$ cat config.mk
export PLATFORM = sky130hd
export DESIGN_NAME = alu_seq_exec
export DESIGN_NICKNAME = d
export VERILOG_FILES = /design/src/rtl/alu_seq_exec.sv
export SDC_FILE = /design/constraint.sdc
export NUM_CORES = 1
export LEC_CHECK = 0
export CAP_MARGIN = 20
export CELL_PAD_IN_SITES_DETAIL_PLACEMENT = 1
export CELL_PAD_IN_SITES_GLOBAL_PLACEMENT = 1
export CORE_ASPECT_RATIO = 0.8
export CORE_MARGIN = 2
export CORE_UTILIZATION = 45
export DETAILED_ROUTE_END_ITERATION = 7
export HOLD_SLACK_MARGIN = 0.03
export MAX_ROUTING_LAYER = met4
export PLACE_DENSITY_LB_ADDON = 0.1
export SKIP_CTS_REPAIR_TIMING = 1
export SKIP_LAST_GASP = 1
export SYNTH_ARGS = -nofsm -noshare
export SYNTH_HDL_FRONTEND = slang
export SYNTH_SLANG_ARGS = --single-unit
$ cat constraint.sdc
create_clock -name clock_reg -period 2.8 [get_ports clock_reg]
set_input_delay 0.56 -clock clock_reg [delete_from_list [all_inputs] [get_ports clock_reg]]
set_output_delay 0.56 -clock clock_reg [all_outputs]
set_load 0.05 [all_outputs]
$ cat src/rtl/alu_seq_exec.sv
// Execute stage for the 8-bit register file: single-cycle logic/add ops, shift-add multiply.
// Define ALU_SEQ_DIV_EN to turn op 111 into a restoring divider (otherwise op 111 is PASS).
module alu_seq_exec #(
    parameter int DATA_WIDTH = 8,
    parameter int ADDR_WIDTH = 3
) (
    input  logic                  clock_reg,
    input  logic                  reset,
    input  logic                  start,
    input  logic [2:0]            op,
    input  logic [DATA_WIDTH-1:0] src_data1,
    input  logic [DATA_WIDTH-1:0] src_data2,
    input  logic [ADDR_WIDTH-1:0] dest_address,
    output logic                  busy,
    output logic                  done,
    output logic                  write_enable,
    output logic [ADDR_WIDTH-1:0] write_address,
    output logic [DATA_WIDTH-1:0] write_data,
    output logic                  flag_zero,
    output logic                  flag_carry
);

    localparam int CNT_W = (DATA_WIDTH > 1) ? $clog2(DATA_WIDTH) : 1;
    localparam logic [CNT_W-1:0] CNT_LAST = CNT_W'(DATA_WIDTH - 1);

    localparam logic [2:0] S_IDLE = 3'd0;
    localparam logic [2:0] S_EXEC = 3'd1;
    localparam logic [2:0] S_MUL  = 3'd2;
    localparam logic [2:0] S_WB   = 3'd3;
`ifdef ALU_SEQ_DIV_EN
    localparam logic [2:0] S_DIV  = 3'd4;
    localparam logic [2:0] OP_DIV = 3'b111;
`endif

    localparam logic [2:0] OP_ADD = 3'b000;
    localparam logic [2:0] OP_SUB = 3'b001;
    localparam logic [2:0] OP_AND = 3'b010;
    localparam logic [2:0] OP_OR  = 3'b011;
    localparam logic [2:0] OP_XOR = 3'b100;
    localparam logic [2:0] OP_SLT = 3'b101;
    localparam logic [2:0] OP_MUL = 3'b110;

    logic [2:0]              state;
    logic [2:0]              op_q;
    logic [DATA_WIDTH-1:0]   a_q;
    logic [DATA_WIDTH-1:0]   b_q;
    logic [CNT_W-1:0]        cnt;

    logic [2*DATA_WIDTH-1:0] prod;
    logic [2*DATA_WIDTH-1:0] mcand;
    logic [DATA_WIDTH-1:0]   mplier;
    logic [2*DATA_WIDTH-1:0] prod_next;

    logic [DATA_WIDTH:0]     sum_ext;
    logic [DATA_WIDTH:0]     diff_ext;
    logic [DATA_WIDTH-1:0]   alu_res;
    logic                    alu_carry;

`ifdef ALU_SEQ_DIV_EN
    logic [DATA_WIDTH-1:0]   rem;
    logic [DATA_WIDTH-1:0]   quo;
    logic [DATA_WIDTH:0]     rem_shift;
    logic [DATA_WIDTH:0]     rem_diff;
    logic                    no_borrow;
    logic [DATA_WIDTH-1:0]   rem_next;
    logic [DATA_WIDTH-1:0]   quo_next;
`endif

    assign busy         = (state != S_IDLE);
    assign done         = (state == S_WB);
    assign write_enable = (state == S_WB);

    // The top bit of each extended result is carry-out (add) or borrow (sub, also A<B for SLT).
    assign sum_ext  = {1'b0, a_q} + {1'b0, b_q};
    assign diff_ext = {1'b0, a_q} - {1'b0, b_q};

    always_comb begin
        alu_res   = '0;
        alu_carry = 1'b0;
        case (op_q)
            OP_ADD: begin
                alu_res   = sum_ext[DATA_WIDTH-1:0];
                alu_carry = sum_ext[DATA_WIDTH];
            end
            OP_SUB: begin
                alu_res   = diff_ext[DATA_WIDTH-1:0];
                alu_carry = diff_ext[DATA_WIDTH];
            end
            OP_AND:  alu_res = a_q & b_q;
            OP_OR:   alu_res = a_q | b_q;
            OP_XOR:  alu_res = a_q ^ b_q;
            OP_SLT:  alu_res = {{(DATA_WIDTH-1){1'b0}}, diff_ext[DATA_WIDTH]};
            default: alu_res = a_q;
        endcase
    end

    assign prod_next = prod + (mplier[0] ? mcand : '0);

`ifdef ALU_SEQ_DIV_EN
    // Restoring division: shift the next dividend bit into the remainder, subtract if it fits.
    assign rem_shift = {rem, quo[DATA_WIDTH-1]};
    assign rem_diff  = rem_shift - {1'b0, b_q};
    assign no_borrow = ~rem_diff[DATA_WIDTH];
    assign rem_next  = no_borrow ? rem_diff[DATA_WIDTH-1:0] : rem_shift[DATA_WIDTH-1:0];
    assign quo_next  = {quo[DATA_WIDTH-2:0], no_borrow};
`endif

    always_ff @(posedge clock_reg) begin
        if (!reset) begin
            state         <= S_IDLE;
            op_q          <= '0;
            a_q           <= '0;
            b_q           <= '0;
            cnt           <= '0;
            prod          <= '0;
            mcand         <= '0;
            mplier        <= '0;
            write_address <= '0;
            write_data    <= '0;
            flag_zero     <= 1'b0;
            flag_carry    <= 1'b0;
`ifdef ALU_SEQ_DIV_EN
            rem           <= '0;
            quo           <= '0;
`endif
        end else begin
            case (state)
                S_IDLE: begin
                    if (start) begin
                        op_q          <= op;
                        a_q           <= src_data1;
                        b_q           <= src_data2;
                        write_address <= dest_address;
                        cnt           <= '0;
                        prod          <= '0;
                        mcand         <= {{DATA_WIDTH{1'b0}}, src_data1};
                        mplier        <= src_data2;
`ifdef ALU_SEQ_DIV_EN
                        rem           <= '0;
                        quo           <= src_data1;
                        if (op == OP_DIV)
                            state <= S_DIV;
                        else
`endif
                        if (op == OP_MUL)
                            state <= S_MUL;
                        else
                            state <= S_EXEC;
                    end
                end
                S_EXEC: begin
                    write_data <= alu_res;
                    flag_zero  <= (alu_res == '0);
                    flag_carry <= alu_carry;
                    state      <= S_WB;
                end
                S_MUL: begin
                    prod   <= prod_next;
                    mcand  <= mcand << 1;
                    mplier <= mplier >> 1;
                    cnt    <= cnt + 1'b1;
                    if (cnt == CNT_LAST) begin
                        write_data <= prod_next[DATA_WIDTH-1:0];
                        flag_zero  <= (prod_next[DATA_WIDTH-1:0] == '0);
                        flag_carry <= |prod_next[2*DATA_WIDTH-1:DATA_WIDTH];
                        state      <= S_WB;
                    end
                end
`ifdef ALU_SEQ_DIV_EN
                S_DIV: begin
                    rem <= rem_next;
                    quo <= quo_next;
                    cnt <= cnt + 1'b1;
                    if (cnt == CNT_LAST) begin
                        if (b_q == '0) begin
                            write_data <= '1;
                            flag_zero  <= 1'b0;
                            flag_carry <= 1'b1;
                        end else begin
                            write_data <= quo_next;
                            flag_zero  <= (quo_next == '0);
                            flag_carry <= 1'b0;
                        end
                        state <= S_WB;
                    end
                end
`endif
                S_WB:    state <= S_IDLE;
                default: state <= S_IDLE;
            endcase
        end
    end

endmodule

==> Flow_metrics.wiki <==
{| class="wikitable"
! Metric !! Value
|-
| Max-cap violations || 0
|-
| Overall Global Routing Usage || between 20% and 30%
|-
| Number of buffers on the longest clock path || 2
|-
| Input/output buffers || 40
|-
| Share of post-route cells with drive strength above 1 || about a tenth
|-
| Fin cells || 833
|-
| Top_reg_cell synth || sky130_fd_sc_hd__dfxtp_1
|-
| CTS root buffer || sky130_fd_sc_hd__clkbuf_16
|-
| Highest-count cells in the layout ignoring fill and taps || sky130_fd_sc_hd__nand2_1 (90), sky130_fd_sc_hd__dfxtp_1 (77), sky130_fd_sc_hd__ha_1 (45), sky130_fd_sc_hd__clkdlybuf4s50_1 (39), sky130_fd_sc_hd__a21oi_1 (34)
|-
| Required time at the worst-slack endpoint || between 3000 and 4000 ps
|-
| Total nets after synthesis || 714
|-
| Row count || 35
|-
| Number of top-level pins || between 40 and 50
|-
| Placed cell count || 814
|-
| Worst path arrival time || between 3000 and 4000 ps
|-
| Sequential area share after synthesis || between 20% and 30%
|-
| Most common library cell in the layout ignoring fill and taps || sky130_fd_sc_hd__nand2_1
|-
| FMAX || roughly 360 MHz
|-
| Number of global-route vias before repair || just under 5000
|-
| Crit path max fanout || 3
|-
| Total count of max-transition violations in the final report || 0
|-
| First-pass detailed-route iteration total || 5
|-
| Overflow left after global routing || 0
|-
| Effective utilization at floorplan || between 40% and 50%
|-
| Total standard cell area after synthesis || about 0.0052 sq mm
|-
| Floorplan die area || 0.0125 sq mm
|-
| DR vias/cell || ~5.8
|-
| Number of warning messages in the yosys log || 0
|-
| Hold violation total from the final report || 0
|-
| Minimum hold slack || 465 ps
|-
| HPWL after detailed placement || ~12000 um
|-
| H-Tree Level Count || 3
|-
| Vias || 4842
|-
| Placeable Area || 0.0114 sq mm
|-
| Register clock-pin slew on the reported worst setup and hold paths || about 70 ps
|-
| Crit Path Category || register to register
|-
| Overall power || between 5 and 6 mW
|-
| Final estimated routing congestion in global placement || about 0.9
|-
| Async set-reset flop share out of synthesis || 0%
|-
| Total DRC errors in the routed layout || 0
|-
| Unrepaired setup endpoints after global routing || true
|-
| Number of different library cells in the post-synthesis netlist || 64
|-
| Crit path setup slack, layout || roughly 23 ps
|-
| Pin slew with the least headroom to its limit || about 960 ps
|-
| Worst slack after detailed placement || a little over 100 ps
|-
| Initial antenna violation count || 0
|-
| Instance area after placement || slightly below 0.006 sq mm
|-
| Final ANT Viol Nets || 0
|-
| Result of the run || completed
|-
| Setup-failing EPs final || 0
|-
| Clock buffer count from CTS || 9
|-
| Wire length of the first global-routing pass || roughly 26000 um
|-
| Cell Pwr Density || between 800 and 900 mW/mm^2
|-
| Yosys reg bits || 77
|-
| Cells after synthesis || 640
|-
| Post-synthesis area per instance || between 8 and 9 sq um
|-
| Clock tree from TritonCTS || done
|-
| Peak ir drop on the vdd network || approximately 0.42 mV
|-
| Area growth from synthesis to final layout || 19.2%
|-
| Overall routed net length || between 15000 and 20000 um
|-
| Max transition margin || between 30% and 40%
|-
| Number of enable-type register cells in the synthesized netlist || 0
|-
| Die height || around 100 um
|-
| Detailed-route wire length per cell || about 20 um
|-
| Worst setup skew after layout || roughly 9 ps
|-
| Total leakage power || about 2.6 nW
|-
| Iteration-0 DRC Markers || a little under 400
|-
| Type of origin of the critical path || register
|-
| Period utilisation layout || between 90% and 100%
|-
| Die Wd || ~120 um
|-
| Post-layout instance area || around 0.0062 sq mm
|-
| Antenna diode instance count || 0
|-
| Worst-skew pair later-pin latency || around 340 ps
|-
| Capturing element type of the critical path || register
|-
| Net count, final || between 700 and 800
|-
| Pin count of the biggest net entering global routing || 48
|-
| Final worst path period need || about 2800 ps
|-
| Class of the worst hold path || register to register
|-
| TritonCTS Sinks || 77
|}
==> area by class of cell <==
type / count / area (sq um)
Clock buffer: 11 / 253
Clock inverter: 5 / 66.3
Fill cell: 1383 / 5180
Multi-Input combinational cell: 490 / 3430
Sequential cell: 77 / 1540
Inverter: 35 / 131
Tap cell: 148 / 185
Timing Repair Buffer: 67 / 598
==> final timing paths <==
| kind | from | end | slack [ps] | depth (start not counted) |
|---|---|---|---|---|
| setup / recovery | mcand[0] | flag_zero | 20 | 10 |
| hold / removal | write_address[2] | write_address[2] | 470 | 2 |
| setup reg to reg | mcand[0] | flag_zero | 20 | 10 |
| hold reg to reg | write_address[2] | write_address[2] | 470 | 2 |
==> routing by layer <==
metal | track usage, % | vias up | wire [um]
met5 | - | - | 0
met4 | 6.91 | 0 | 212
met3 | 4.00 | 21 | 674
met2 | 39.9 | 127 | 7010
met1 | 38.7 | 2364 | 8450
li1 | - | 2330 | -
==> kinds of logic after synthesis <==
group | count (synthesis) | share of synthesized area, %
AND/OR/NAND/NOR | 223 | 20.7
AO/OA/AOI/OAI | 184 | 25.2
flip-flops | 77 | 29.6
buffers and inverters | 73 | 5.91
adder cells (fa/ha/maj) | 49 | 12.2
multiplexers | 19 | 3.89
XOR/XNOR | 15 | 2.52
==> cell usage after synthesis (all sizes together) (5+ instances only) <==
cell | number | area share [%]
xnor2 | 9 | 1.5
a21oi | 37 | 3.6
o211ai | 5 | 0.72
buf | 12 | 1.3
clkbuf | 25 | 1.9
nand2b | 6 | 0.72
nand3 | 13 | 1.2
mux2i | 18 | 3.5
o21bai | 7 | 1.0
a21o | 5 | 0.72
o211a | 15 | 2.9
nor4 | 5 | 0.60
or3 | 5 | 0.60
nand2 | 90 | 6.5
nor3 | 9 | 0.87
a211oi | 5 | 0.72
nor2 | 31 | 2.2
o21ai | 28 | 2.7
dfxtp | 77 | 30
nor2b | 32 | 3.8
xor2 | 6 | 1.0
and2 | 23 | 2.8
a21boi | 26 | 3.7
inv | 35 | 2.5
a22oi | 29 | 4.2
ha | 46 | 11
==> power breakdown <==
part / total [mW] / internal (mW) / leakage (nW) / switching (mW)
clock network: 1.26 / 0.751 / 0.154 / 0.508
logic: 2.51 / 0.898 / 1.80 / 1.61
registers: 1.48 / 1.30 / 0.629 / 0.173
total: 5.24 / 2.95 / 2.59 / 2.29
==> state kept, by name, summed over array words and instances, names as in the netlist <==
signal and cells:
a_q 8, flag_carry 1, mcand 16, prod 16, op_q 3, write_address 3, write_data 8, cnt 3
state 2, b_q 8, flag_zero 1, mplier 8
==> critical path, cell delays in order (launching register included) <==
cell and delay (ps):
sky130_fd_sc_hd__dfxtp_1 330, sky130_fd_sc_hd__and2_1 180, sky130_fd_sc_hd__ha_1 220, sky130_fd_sc_hd__fa_1 430
sky130_fd_sc_hd__a21oi_2 180, sky130_fd_sc_hd__o22ai_1 130, sky130_fd_sc_hd__nor2_1 220, sky130_fd_sc_hd__xnor2_1 160
sky130_fd_sc_hd__or4_1 540, sky130_fd_sc_hd__o31ai_1 220, sky130_fd_sc_hd__a31o_1 130
==> through the flow <==
stage	utilization (%)	setup TNS [ps]
after floorplan	-	0
after global placement	50.9	0
after detailed placement	50.9	0
after CTS	53.7	0
after global routing	54.5	-81.5
final	54.5	0
Power figures use the tool's default switching activity.
